[src/rtl/shift_reg_univ.sv]
// Universal shift register: hold / shift right / shift left / parallel load, with word counter.
// Optional even-parity output enabled by defining SHREG_PARITY_EN.
module shift_reg_univ #(
    parameter int               WIDTH     = 4,
    parameter logic [WIDTH-1:0] RESET_VAL = '0
) (
    input  logic             clk,
    input  logic             rst,
    input  logic             en,
    input  logic [1:0]       mode,
    input  logic             sin,
    input  logic [WIDTH-1:0] pin,
    output logic [WIDTH-1:0] pout,
    output logic             sdo,
    output logic             word_done
`ifdef SHREG_PARITY_EN
    ,
    output logic             parity
`endif
);

    localparam int            CW       = $clog2(WIDTH);
    localparam logic [CW-1:0] CNT_LAST = CW'(WIDTH - 1);

    typedef enum logic [1:0] {
        M_HOLD = 2'b00,
        M_SHR  = 2'b01,
        M_SHL  = 2'b10,
        M_LOAD = 2'b11
    } mode_e;

    mode_e            op;
    logic [WIDTH-1:0] q, q_nxt;
    logic             dir_q, dir_nxt;
    logic [CW-1:0]    cnt, cnt_nxt;
    logic             wd_nxt;
    logic             last;

    assign op   = mode_e'(mode);
    assign last = (cnt == CNT_LAST);

    always_comb begin
        q_nxt   = q;
        dir_nxt = dir_q;
        cnt_nxt = cnt;
        wd_nxt  = 1'b0;
        if (en) begin
            unique case (op)
                M_HOLD: ;
                M_SHR: begin
                    q_nxt   = {sin, q[WIDTH-1:1]};
                    dir_nxt = 1'b0;
                    cnt_nxt = last ? '0 : cnt + CW'(1);
                    wd_nxt  = last;
                end
                M_SHL: begin
                    q_nxt   = {q[WIDTH-2:0], sin};
                    dir_nxt = 1'b1;
                    cnt_nxt = last ? '0 : cnt + CW'(1);
                    wd_nxt  = last;
                end
                M_LOAD: begin
                    q_nxt   = pin;
                    cnt_nxt = '0;
                end
                default: ;
            endcase
        end
    end

    always_ff @(posedge clk) begin
        if (rst) begin
            q         <= RESET_VAL;
            dir_q     <= 1'b0;
            cnt       <= '0;
            word_done <= 1'b0;
        end else begin
            q         <= q_nxt;
            dir_q     <= dir_nxt;
            cnt       <= cnt_nxt;
            word_done <= wd_nxt;
        end
    end

    // sdo follows the last shift direction, so changing mode alone never glitches it
    assign pout = q;
    assign sdo  = dir_q ? q[WIDTH-1] : q[0];

`ifdef SHREG_PARITY_EN
    assign parity = ^q;
`endif

endmodule

[config.mk]
export PLATFORM = sky130hd
export DESIGN_NAME = shift_reg_univ
export DESIGN_NICKNAME = d
export VERILOG_FILES = /design/src/rtl/shift_reg_univ.sv
export SDC_FILE = /design/constraint.sdc
export NUM_CORES = 1
export LEC_CHECK = 0
export ABC_AREA = 1
export BUFFER_PORTS_ARGS = -buffer_cell sky130_fd_sc_hd__buf_2
export CORE_MARGIN = 5
export CORE_UTILIZATION = 30
export DETAILED_ROUTE_END_ITERATION = 10
export HOLD_SLACK_MARGIN = 0.02
export PLACE_DENSITY_LB_ADDON = 0.08
export SYNTH_ARGS = -nofsm -noshare
export SYNTH_HDL_FRONTEND = slang
export SYNTH_SLANG_ARGS = --single-unit
[constraint.sdc]
create_clock -name clk -period 1.3 [get_ports clk]
set_clock_uncertainty 0.05 [all_clocks]
set_input_delay 0.26 -clock clk [delete_from_list [all_inputs] [get_ports clk]]
set_output_delay 0.26 -clock clk [all_outputs]
set_load 0.05 [all_outputs]
==> results.md <==
- The switching power total is around 0.21 mW.
- The number of hold buffers added after CTS is 0.
- Among all flip-flop cells after synthesis, the most frequent one is dfxtp_1.
- The clock reaches the later pin of the worst-skew pair after ~0.25 ns.
- The endpoint arrival time on the critical path is around 0.94 ns.
- The die is approximately 52 µm tall.
- The cell row count is 15.
- Global routing finished with a remaining overflow of 0.
- The starting utilization of the core area is a little under a third.
- Combinational logic burns 27.1% of the power.
- The vias after detailed routing is 554.
- At the end of routability-driven placement, the weighted congestion stood at between 0.8 and 0.9.
- The first-pass GRT wire length is slightly above 2000 µm.
- The setup slack of the worst register-to-register path is ~0.37 ns.
- The total global-route track usage is approximately a tenth.
- The wire length per cell after detailed routing is approximately 9 µm.
- The family with the most delay on the worst path is flip-flops.
- Timing would allow up to 797 MHz.
- The flow ran to the end, and the final reports show no timing, DRC or antenna violations.
- Once layout is complete, the utilization of the core stands at between 30 and 40%.
- In this run the mean area of a mapped cell was 6.04 µm².
- In this run, flip-flops and latches consume around 43% of the power.
- Setup repair after global routing left no endpoint under its margin.
- The number of H-tree levels is 1.
- The number of standard cells after synthesis is between 80 and 90.
- nand2_1 is the most common cell in the netlist.
- The die is roughly 52 µm wide.
- Counting every net in the synthesized netlist gives 103.
- STA puts the critical path data required time at ~1 ns.
- Summing internal, switching and leakage power gives around 0.63 mW.
- The Yosys step of the flow raised 0 warnings.
- The number of buffer cells added on primary ports is 15.
- Max-cap violations in this run came to 0.
- In this run switching power makes up 33.1% of total power.
- The TritonCTS clock tree is yes.
- The number of DRC violations after detailed routing is 0.
- The DRC violation total after the first TritonRoute iteration is 9.
- The hold violation total from the final report is 0.
- Entering global routing, the biggest net connects 9 pins.
- The clock transition at the registers of the reported paths is approximately 0.050 ns.
- The accumulated negative setup slack is 0 ns.
- For this design the static power due to leakage is between 0.4 and 0.5 nW.
- The register bit count reported by yosys is 8.
- The number of top-level design ports is 16.
- The number of global-route vias before repair is between 500 and 600.
- The largest vdd supply drop is roughly 0.00065 V.
- The routed design has roughly 1200 µm of wire.
- The clock passes through at most 2 buffers.
- The minimum clock period is roughly 1.3 ns.
- The class of the tightest hold or removal check is in -> reg.
- The transition time at the pin with the least slew margin is approximately 0.25 ns.
- Dividing the final minimum period by the clock period gives slightly below 100%.
- STA classifies the critical path startpoint as a flip-flop.
- Per report_power, the clock group accounts for between 20 and 30% of the total.
- In this run the worst path has a maximum fanout of 3.
- The buffering stage count on the worst path with inverters included is 2.
- The endpoint type of the worst setup path is a primary output.
- The commonest cells after synthesis are 27 x nand2_1, 16 x inv_1, 13 x nor2_1.
- 0 antenna diodes ended up in the layout.
- In this run the power density over the cells is roughly 930 mW/mm².
- The initial antenna violation count is 0.
- The area of the core region is 0.00171 mm².
- Counting the buffers created by CTS gives 3.
- The final-stage net count is around 120.
- The worst max-slew margin expressed relative to the limit is a little over four fifths.
- Ranked by total cell area, the synthesized netlist is headed by dfxtp_1 30%, nand2_1 19%, ha_1 12%.
- In this design, the stage delay of the slowest critical-path cell is approximately 0.34 ns.
- The root buffer cell chosen for the clock tree is clkbuf_4.
- The via density per instance is 4.26.
- The clock net in this run drives a total of 8 sinks.
- The synthesis-to-finish area growth is 27.8%.
- Synthesis instantiated 12 different standard cells from the library.
- The slowest stage cell on the critical path is dfxtp_2.
- Setup violations remaining at the end of the flow were counted as 0.
- For this run, asynchronously set or reset flops after synthesis account for 0%.
- Traced cell by cell, the critical path runs through inv_1 -> o21ai_4 -> buf_6.
- The count of flip-flops with a built-in enable after synthesis is 0.
- Detailed placement finished with a half-perimeter wire length of about 1000 µm.
- The die covers approximately 0.0027 mm².
- The combined area of all synthesized cells is between 500 and 600 µm².
- The number of nets still failing antenna checks after routing is 0.
- After synthesis, the largest area contributor takes up 30.1% of total cell area.
- The post-route netlist has around 28% of its cells at a drive strength greater than 1.
- The first detailed-routing pass ran for 4 iterations.
- dfxtp_1 takes more of the synthesized area than any other cell.
- The number of pins exceeding their max-slew limit in the final report is 0.
- The internal power of the cells totals 0.422 mW.
- Sequential cells were found to cover approximately 30% of the synthesized design area.
- The critical path is of the reg -> out type.
==> sequential cells by signal (all words and copies together), names as in the netlist <==
name / flops
cnt: 2
dir_q: 1
pout: 4
word_done: 1
==> layer usage <==
| metal | vias to the layer above | GRT usage (%) | routed length (µm) |
|---|---|---|---|
| li1 | 294 | - | - |
| met1 | 243 | 11.8 | 518 |
| met2 | 15 | 16.3 | 584 |
| met3 | 2 | 5.44 | 70 |
| met4 | 0 | 2.62 | 18 |
| met5 | - | 0 | 0 |
==> logic make-up (layout without fill, tap and decap cells) <==
group           Yosys count  count (layout)  share of synthesized area [%]
flops                     8               8                           30.1
fa+ha+maj                 5               5                           11.8
simple gates             49              49                           38.4
buf+inv                  21              38                           15.1
compound gates            5               5                           4.71
==> layout by cell type, fill, tap and decap left out <==
cell | synthesis | routed
dfxtp_4 | 0 | 1
nor2_1 | 13 | 13
clkbuf_4 | 0 | 3
inv_2 | 4 | 4
inv_1 | 16 | 16
ha_1 | 5 | 5
buf_6 | 0 | 1
nor2_4 | 1 | 1
nand2_2 | 2 | 2
dfxtp_1 | 8 | 5
nand3_1 | 6 | 6
dfxtp_2 | 0 | 2
o21ai_4 | 0 | 1
buf_2 | 0 | 14
a21oi_1 | 4 | 4
nand2_1 | 27 | 27
==> final cells by class <==
class	count	area, µm²
Multi-Input combinational cell	59	303
Clock buffer	3	22.5
Timing Repair Buffer	15	81.3
Sequential cell	8	166
Tap cell	25	31.3
Inverter	20	75.1
Fill cell	199	1030
==> power by group through the flow <==
stage	logic, mW	clock network (mW)	registers [mW]
after global routing	0.190	0.220	0.274
after CTS	0.172	0.198	0.274
final	0.171	0.188	0.273
after detailed placement	0.170	0	0.280
after floorplan	0.0920	0	0.310
after global placement	0.169	0	0.280
==> path summary, 6_finish.rpt <==
kind / from / endpoint / cells past startpoint
hold / removal: rst / dir_q / 2
hold reg to reg: cnt[1] / cnt[1] / 2
setup reg to reg: cnt[0] / cnt[0] / 4
setup / recovery: pout[0] / sdo / 3
==> metrics by stage <==
stage          setup slack [ns]  cell area [µm²]  instances  hold WS (ns)
6_report                 0.0453              679        130         0.221
4_1_cts                 0.00802              673        130         0.224
3_3_place_gp           -0.00296              647        127         0.411
3_5_place_dp           0.000382              647        127         0.416
2_1_floorplan            0.0515              546         88         0.399
5_1_grt                 0.00683              679        130         0.225
==> timing repair <==
action / in CTS / in global routing
gates cloned: 0 / 0
gates resized for setup: 2 / 2
setup endpoints to repair: 1 / 1
setup buffers: 0 / 0
Note: power is estimated with default switching activity, not from simulation.
